===== src/rtl/pow2.sv =====
// Fixed-point 2^x: three-stage pipeline (split, shift/overflow, saturate)
// with a single global advance enable driven by downstream backpressure.
module pow2 #(
  parameter int Bf              = 8,
  parameter int FIX_POINT_WIDTH = 16
) (
  input  logic                       clk,
  input  logic                       rst,
  input  logic [FIX_POINT_WIDTH-1:0] in,
  input  logic                       in_valid,
  output logic                       in_ready,
  output logic [FIX_POINT_WIDTH-1:0] out,
  output logic                       out_valid,
  input  logic                       out_ready,
  output logic                       ovf
);

  localparam int W  = FIX_POINT_WIDTH;
  localparam int KW = W - Bf;
  localparam int MW = Bf + 1;

  // Largest integer exponent whose shifted mantissa still fits in W bits.
  localparam logic signed [KW-1:0] K_MAX   = KW'(W - Bf - 1);
  localparam logic        [KW:0]   SH_ZERO = (KW + 1)'(MW);

  logic en;

  logic                 v1;
  logic signed [KW-1:0] k1;
  logic [MW-1:0]        m1;

  logic          v2;
  logic [W-1:0]  r2;
  logic          ovf2;

  logic [KW-1:0] k_pos;
  logic [KW:0]   k_neg;
  logic [W-1:0]  shifted;
  logic          big;

  assign en       = ~out_valid | out_ready;
  assign in_ready = en;

  always_ff @(posedge clk or negedge rst) begin
    if (!rst) begin
      v1 <= 1'b0;
      k1 <= '0;
      m1 <= '0;
    end else if (en) begin
      v1 <= in_valid;
      k1 <= in[W-1:Bf];
      m1 <= {1'b1, in[Bf-1:0]};
    end
  end

  // Magnitude of a negative exponent; one extra bit so the most negative k negates cleanly.
  assign k_pos = $unsigned(k1);
  assign k_neg = -{k1[KW-1], k1};

  always_comb begin
    shifted = '0;
    big     = 1'b0;
    if (!k1[KW-1]) begin
      if (k1 > K_MAX) big = 1'b1;
      else            shifted = W'(m1) << k_pos;
    end else if (k_neg < SH_ZERO) begin
      shifted = W'(m1) >> k_neg;
    end
  end

  always_ff @(posedge clk or negedge rst) begin
    if (!rst) begin
      v2   <= 1'b0;
      r2   <= '0;
      ovf2 <= 1'b0;
    end else if (en) begin
      v2   <= v1;
      r2   <= shifted;
      ovf2 <= big;
    end
  end

  always_ff @(posedge clk or negedge rst) begin
    if (!rst) begin
      out_valid <= 1'b0;
      out       <= '0;
      ovf       <= 1'b0;
    end else if (en) begin
      out_valid <= v2;
      out       <= ovf2 ? '1 : r2;
      ovf       <= ovf2;
    end
  end

endmodule


===== config.mk =====
export PLATFORM = sky130hd
export DESIGN_NAME = pow2
export DESIGN_NICKNAME = d
export VERILOG_FILES = /design/src/rtl/pow2.sv
export SDC_FILE = /design/constraint.sdc
export NUM_CORES = 1
export LEC_CHECK = 0
export BUFFER_PORTS_ARGS = -buffer_cell sky130_fd_sc_hd__buf_2
export CORE_UTILIZATION = 45
export CTS_BUF_LIST = sky130_fd_sc_hd__clkbuf_16
export CTS_CLUSTER_DIAMETER = 30
export DETAILED_ROUTE_END_ITERATION = 16
export GPL_TIMING_DRIVEN = 1
export SYNTH_ARGS = -nofsm -noshare
export SYNTH_HDL_FRONTEND = slang
export SYNTH_SLANG_ARGS = --single-unit

===== constraint.sdc =====
create_clock -name clk -period 7.7 [get_ports clk]
set_input_delay 1.54 -clock clk [delete_from_list [all_inputs] [get_ports clk]]
set_output_delay 1.54 -clock clk [all_outputs]
set_load 0.05 [all_outputs]

==> results_dict.tcl, run 1 <==
set metrics [dict create \
    swShare 0.4499 \
    track_usage 0.2179 \
    tightest_slew_ps 1049 \
    fin_crit_sh 0.6074 \
    finClkSkew_ps 4.480 \
    fin_total_pwr_mw 1.248 \
    grt_pass1_vias 2163 \
    synth_nets 350 \
    crit_start "out_ready" \
    die_x_um 82.21 \
    pre_cts_ws_ps 3012 \
    synth-main-ff-cell "dfrtp_1" \
    leakage_nw 1.585 \
    rsz0062_at_grt "false" \
    maxCapViolCount 0 \
    worst_ep_arrival_time_ps 3140 \
    path_max_fanout 58 \
    totalWireLength_um 6489 \
    vias 2330 \
    gp_congestion 0.8823 \
    synth_warnings 0 \
    pwr-share-comb 0.437 \
    setup-violations-final 0 \
    antenna_found_initial 0 \
    port_buffers 38 \
    synth-async-reset-ratio 1.000 \
    clk_pin_slew_worst_paths_ps 70 \
    cts_htree_levels 2 \
    cts_buffer_depth 2 \
    nets 375 \
    fp.dieH_um 82.21 \
    critPathKind "input port to output port" \
    n_fill_cell 610 \
    first_pass_iters 4 \
    ys_seq_area_frac 0.4667 \
    critPathCaptureType "output port" \
    die_area_um2 6758 \
    fin_setup_tns_ps 0 \
    drc 0 \
    yosysMostFrequentCell "nand2_1" \
    pwr-share-seq 0.363 \
    wl_per_cell_um 15.09 \
    hp-class "flop to flop" \
    drtAntennaViolNets 0 \
    min_from "out[5]" \
    run_status "completed" \
    cts_buffers 5 \
    clk_latency_ps 290 \
    core_area_um2 6061 \
    avgSynthCellArea_um2 8.800 \
    start_util 0.4777 \
    intPower_uw 686.8 \
    drive_gt1_frac 0.1690 \
    max-slew-margin-rel 0.3009 \
    place.detailed.hpwl_um 4515 \
    diodes 0 \
    area_growth_pct 13.09 \
    ys_types 45 \
    hold_viol 0 \
    p_sw_uw 561.6 \
    synth-edff-count 0 \
    cts_hold_buffers 0 \
    max_freq_mhz 213.8 \
    hold_ws_ps 459.4 \
    cts_tree "built" \
    powerDensity_nw_per_um2 381.3 \
    cts_root_buf "clkbuf_16" \
    cts.sinks 54 \
    ios 39 \
    multi_input_area_um2 1435 \
    synth_top_area_frac 0.4667 \
    netlist_area_um2 2895 \
    p_clk_frac 0.200 \
    grt_max_degree 59 \
    synth_common_cells "nand2_1, dfrtp_1, o21ai_0" \
    netlist_top_cells_area "dfrtp_1, nand2_1, o21ai_0, mux4_2, mux2i_1" \
    timing.rr.start "k1[0]" \
    yosysTopAreaCell "dfrtp_1" \
    drt_iter0_drc 91 \
    critPathLaunchType "input port" \
    drt-vias-per-instance 5.419 \
    synth_seq_cells 54 \
    slew_violations 0 \
    grt_pass1_wl_um 10980 \
    fin_crit_ps 4677 \
    cts_resized 0 \
    row_count 28 \
    worstPathRequired_ps 6160 \
    grt.overflow.total 0 \
    register_area_um2 1351 \
    fin_ws_ps 3023 \
    post-cts-setup-buffer-count 0 \
    netlist_instances 329 \
    peakVddDrop_mv 0.1805 \
]
## worst paths after layout
kind / end / slack (ps) / cells past startpoint
max: in_ready / 3020 / 5
min: out[5] / 460 / 2
max reg2reg: r2[7] / 4410 / 7
min reg2reg: out[5] / 460 / 2
max in group asynchronous: m1[7] / 5890 / 2
min in group asynchronous: out[4] / 1370 / 2
## kinds of logic after synthesis
logic type,Yosys count,share of synthesized area
adder cells (fa/ha/maj),1,0.004321
AND/OR/NAND/NOR,157,0.2355
AO/OA/AOI/OAI,64,0.1322
flip-flops,54,0.4667
multiplexers,21,0.1059
buffers and inverters,27,0.04019
XOR/XNOR,5,0.01513
## power by group through the flow
| stage | registers, mW | clock network [mW] | logic [mW] |
|---|---|---|---|
| after global placement | 0.456 | 0 | 0.548 |
| final | 0.453 | 0.250 | 0.545 |
| after CTS | 0.455 | 0.256 | 0.551 |
| after detailed placement | 0.460 | 0 | 0.550 |
| after global routing | 0.471 | 0.266 | 0.603 |
| after floorplan | 0.577 | 0 | 0.298 |
## state kept, by name, indices dropped and copies added, names as in the netlist
name,count
out,16
r2,16
m1,9
k1,8
out_valid,1
ovf,1
ovf2,1
v1,1
v2,1
## layout by cell type (no fill, tap or decap), types with 5 or more instances in the layout
cell type  count
a21oi_1       12
buf_2         38
clkbuf_16      5
dfrtp_1       54
mux2i_1       10
mux4_2         6
nand2_1      111
nor2_1        11
nor3_1         8
o21ai_0       28
## per-stage QoR
stage,util,std cells,area (µm²)
4_1_cts,0.5403,430,3274
5_1_grt,0.5403,430,3274
3_3_place_gp,0.5128,422,3108
2_1_floorplan,-,329,2895
3_5_place_dp,0.5128,422,3108
6_report,0.5403,430,3274
## worst max-delay path: stages
cell      delay, ps
buf_2           110
nor2b_4          90
buf_4           480
clkinv_1        520
buf_2           370
## routing by layer
layer,GRT usage,wire [µm]
met3,0.03187,197
met2,0.3579,3114
met1,0.2977,3072
met4,0.06491,106
met5,0,0
## cell type report
cell class              count  share of cell area
clock inverters             3             0.01261
well taps                  75             0.02866
clock buffers               5             0.03821
inverters                   4            0.004585
multi-input cells         248              0.4383
flip-flops and latches     54              0.4127
repair buffers             41             0.06496
No activity file was read; power rests on OpenSTA's default activity.
==> run 2: changes to the inputs <==
Clock period 7.7 ns to 4.61 ns, I/O delays scaled along.
==> run 2 against run 1 <==
Against the previous run: non-clock buffer count grew 1; clock power grew 68%; register-to-register slack lost 2700 ps; clock skew shrank 1.2 ps; die area is the same; global-route usage shrank 0.35 points; count of clock-buffer cells in the layout is the same; sequential share of layout area shrank 0.094 points; via count grew 2.6%; largest power group unchanged; largest cell class unchanged; utilization grew 0.12 points.
==> results_dict.tcl, run 2 (synthesis results as in run 1) <==
set metrics [dict create \
    run_status "completed" \
    antenna_found_initial 0 \
    rr_worst_depth 7 \
    hold_depth 2 \
    drt_iter0_drc 222 \
    row_count 28 \
    min_from "out[14]" \
    dpl_cell_area_um2 3115 \
    cpPeakStageDelay_ps 710 \
    most-common-layout-cells "nand2_1, dfrtp_1, buf_2, o21ai_0, a21oi_1" \
    hold_viol 0 \
    totalWireLength_um 6587 \
    slew_violations 0 \
    layout_commonest_cell "nand2_1" \
    leakage_nw 1.590 \
    post-cts-setup-buffer-count 0 \
    cts_resized 0 \
    rsz0062_at_grt "false" \
    drtAntennaViolNets 0 \
    cts_hold_buffers 0 \
    track_usage 0.2144 \
    utilization 0.5415 \
    min_delay_worst_endpoint "out[14]" \
    cts_tree "built" \
    hold_ws_ps 459.8 \
    max-slew-margin-rel 0.5204 \
    path_max_fanout 15 \
    grt_max_degree 58 \
    maxCapViolCount 0 \
    critPathKind "flop to flop" \
    critPathLaunchType "flop" \
    clk_latency_ps 290 \
    fin_crit_ps 2860 \
    setup-violations-final 0 \
    grt.overflow.total 0 \
    core_area_um2 6061 \
    cts_buffers 5 \
    fin_crit_sh 0.6203 \
    critPathCaptureType "flop" \
    fin_total_pwr_mw 2.100 \
    drive_gt1_frac 0.1713 \
    finClkSkew_ps 3.268 \
    tightest_slew_ps 719.5 \
    hp-class "flop to flop" \
    crit_chain "inv_1 > ha_1 > nor2_1 > mux2i_1 > or4_1 > or4_1 > o211ai_1" \
    wl_per_cell_um 15.28 \
    cts.sinks 54 \
    path_common_cell "or4_1" \
    gp_congestion 0.9130 \
    vias 2391 \
    drt-vias-per-instance 5.548 \
    design_area_um2 3282 \
    start_util 0.4777 \
    clk_pin_slew_worst_paths_ps 70 \
    cts_htree_levels 2 \
    fp.dieH_um 82.21 \
    fin_setup_tns_ps 0 \
    grt_pass1_vias 2130 \
    grt_pass1_wl_um 10880 \
    drc 0 \
    worstPathRequired_ps 4820 \
    port_buffers 38 \
    cts_buffer_depth 2 \
    max_freq_mhz 349.7 \
    top_regs "out: 16 flops, r2: 16 flops, m1: 9 flops" \
    first_pass_iters 5 \
    rrSetupSlack_ps 1750 \
    slowest_stage "dfrtp_1" \
    ios 39 \
    peakVddDrop_mv 0.3040 \
    cts_root_buf "clkbuf_16" \
    rr_endpoint "r2[7]" \
    die_x_um 82.21 \
    timing.rr.start "k1[1]" \
    path_buf_inv 1 \
    diodes 0 \
    die_area_um2 6758 \
    place.detailed.hpwl_um 4625 \
    crit_family "simple AND/OR/NAND/NOR gates" \
    powerDensity_nw_per_um2 639.8 \
    nets 376 \
    area_growth_pct 13.35 \
    worst_ep_arrival_time_ps 3070 \
]
==> run 2: changes by cell type in the layout (fill, tap and decap cells not counted) <==
cell / previous run / this run
buf_4: 3 / 4
==> run 2: worst reg2reg max path, delay by kind of cell (launching register included) <==
kind / cells / cell delay (ps)
AOI/OAI and AO/OA: 1 / 90
muxes: 1 / 70
adders and majority gates: 1 / 310
and+or+nand+nor: 3 / 1330
DFF: 1 / 710
buffers and inverters: 1 / 260
==> run 2: routing by layer <==
layer | part of all wire | vias up | track usage
met5 | 0 | - | 0
met4 | 0.012 | 0 | 0.05965
met3 | 0.048 | 7 | 0.02857
met2 | 0.47 | 68 | 0.3388
met1 | 0.47 | 1134 | 0.3075
li1 | - | 1182 | -
==> run 2: worst max-delay path by stage <==
stage	startpoint	to	slack [ps]	depth (start not counted)
CTS	k1[1]	r2[7]	1770	7
global route	k1[1]	r2[7]	1590	7
global placement	out_ready	r2[7]	1780	6
floorplan	k1[0]	r2[7]	1780	11
detailed placement	out_ready	r2[7]	1760	6
finish	k1[1]	r2[7]	1750	7
==> run 2: area by class of cell <==
| cell class | instances | area (µm²) |
|---|---|---|
| clock buffers | 5 | 125.1 |
| clock inverters | 3 | 41.29 |
| fillers | 600 | 2779 |
| inverters | 4 | 15.01 |
| multi-input cells | 248 | 1435 |
| flip-flops and latches | 54 | 1351 |
| well taps | 75 | 93.84 |
| repair buffers | 42 | 220.2 |
==> run 2: stage by stage <==
step                std cells  setup slack [ps]
global placement          423              1784
finish                    431              1750
CTS                       431              1766
detailed placement        423              1764
floorplan                 329              1778
global route              431              1589
==> run 2: where the power goes <==
group          switching (mW)  total [mW]  internal (mW)
registers               0.136       0.737          0.601
clock network           0.167       0.421          0.254
logic                   0.648       0.942          0.294
==> run 3: changes to the inputs <==
Clock period 4.61 ns to 2.74 ns, I/O delays scaled along.
==> run 3 against run 2 <==
Against the previous run: sequential share of layout area is 0.51 points lower; highest routed layer unchanged; die area stayed put; worst hold slack got worse by 62 ps; critical path type unchanged.
==> results_dict.tcl, run 3 (synthesis results as in run 1) <==
set metrics [dict create \
    first_pass_iters 4 \
    most-common-layout-cells "nand2_1, dfrtp_1, buf_2, o21ai_0, a21oi_1" \
    clk_pin_slew_worst_paths_ps 70 \
    fin_ws_ps 361.7 \
    totalWireLength_um 6705 \
    hold_viol 0 \
    drt_iter0_drc 115 \
    fin_crit_sh 0.8680 \
    pre_cts_ws_ps 409.7 \
    port_buffers 38 \
    powerDensity_nw_per_um2 1073 \
    worstPathRequired_ps 2940 \
    cts_root_buf "clkbuf_16" \
    cts_htree_levels 2 \
    n_fill_cell 598 \
    rr_endpoint "r2[7]" \
    die_area_um2 6758 \
    nets 381 \
    hp-class "input port to asynchronous set/reset pin" \
    run_status "completed" \
    start_util 0.4777 \
    setup-violations-final 0 \
    grt_pass1_vias 2222 \
    top_regs "out: 16 flops, r2: 16 flops, m1: 9 flops" \
    design_area_um2 3323 \
    tightest_slew_ps 926.8 \
    grt.overflow.total 0 \
    fp.dieH_um 82.21 \
    slew_violations 0 \
    maxCapViolCount 0 \
    rrSetupSlack_ps 360 \
    finClkSkew_ps 5.213 \
    grt_max_degree 57 \
    cts.sinks 54 \
    cts_resized 0 \
    fin_total_pwr_mw 3.566 \
    path_buf_inv 1 \
    die_x_um 82.21 \
    drt-vias-per-instance 5.438 \
    diodes 0 \
    post-cts-setup-buffer-count 0 \
    grt_pass1_wl_um 11270 \
    slowest_stage "or4_1" \
    peakVddDrop_mv 0.4725 \
    leakage_nw 1.609 \
    area_growth_pct 14.78 \
    cts_hold_buffers 0 \
    critPathCaptureType "flop" \
    crit_family "simple AND/OR/NAND/NOR gates" \
    row_count 28 \
    drtAntennaViolNets 0 \
    drive_gt1_frac 0.1856 \
    clk_latency_ps 290 \
    path_max_fanout 8 \
    gp_congestion 0.8979 \
    rsz0062_at_grt "false" \
    track_usage 0.2261 \
    utilization 0.5483 \
    dpl_cell_area_um2 3153 \
    layout_commonest_cell "nand2_1" \
    core_area_um2 6061 \
    cts_tree "built" \
    fin_crit_ps 2378 \
    critPathKind "flop to flop" \
    max_freq_mhz 420.5 \
    max-slew-margin-rel 0.3822 \
    drc 0 \
    wl_per_cell_um 15.38 \
    crit_chain "inv_1 > ha_1 > nor2_1 > mux2i_1 > or4_1 > or4_1 > o211ai_1" \
    ios 39 \
    critPathLaunchType "flop" \
    fin_setup_tns_ps 0 \
    cts_buffer_depth 2 \
    vias 2371 \
    worst_ep_arrival_time_ps 2580 \
    place.detailed.hpwl_um 4750 \
    rr_worst_depth 7 \
    cts_buffers 5 \
    cpPeakStageDelay_ps 670 \
    antenna_found_initial 0 \
    path_common_cell "or4_1" \
    timing.rr.start "k1[0]" \
]
==> run 3: changes by cell type in the layout (fill, tap and decap cells not counted) <==
cell | previous run | this run
buf_4 | 4 | 9
inv_1 | 4 | 3
clkinvlp_4 | 1 | 2
==> run 3: metrics by stage <==
stage / hold slack [ps] / instances
2_1_floorplan: 252.4 / 329
3_3_place_gp: 440.7 / 428
3_5_place_dp: 447.8 / 428
4_1_cts: 426.3 / 436
5_1_grt: 448.8 / 436
6_report: 398.0 / 436
==> run 3: worst max-delay path by stage <==
stage,from,end,depth (start not counted)
after CTS,k1[0],r2[7],7
after global routing,k1[0],r2[7],7
after floorplan,k1[0],r2[7],11
final,k1[0],r2[7],7
after global placement,k1[0],r2[7],7
after detailed placement,k1[0],r2[7],7
==> run 3: per-layer routing <==
metal,global-route usage,routed length (µm)
met4,0.05965,89
met1,0.3157,3261
met5,0,0
met2,0.3636,3063
met3,0.03736,291
==> run 3: final cells by class <==
cell class | instances | area [µm²] | area share
clock buffers | 5 | 125.1 | 0.03765
clock inverters | 3 | 45.04 | 0.01355
inverters | 4 | 15.01 | 0.004518
multi-input cells | 248 | 1435 | 0.4319
flip-flops and latches | 54 | 1351 | 0.4066
well taps | 75 | 93.84 | 0.02824
repair buffers | 47 | 257.7 | 0.07756
==> run 3: power breakdown <==
group,switching (mW),total (mW),internal (mW)
clock,0.291,0.722,0.431
sequential,0.197,1.21,1.01
combinational,1.12,1.64,0.513
total,1.61,3.57,1.96
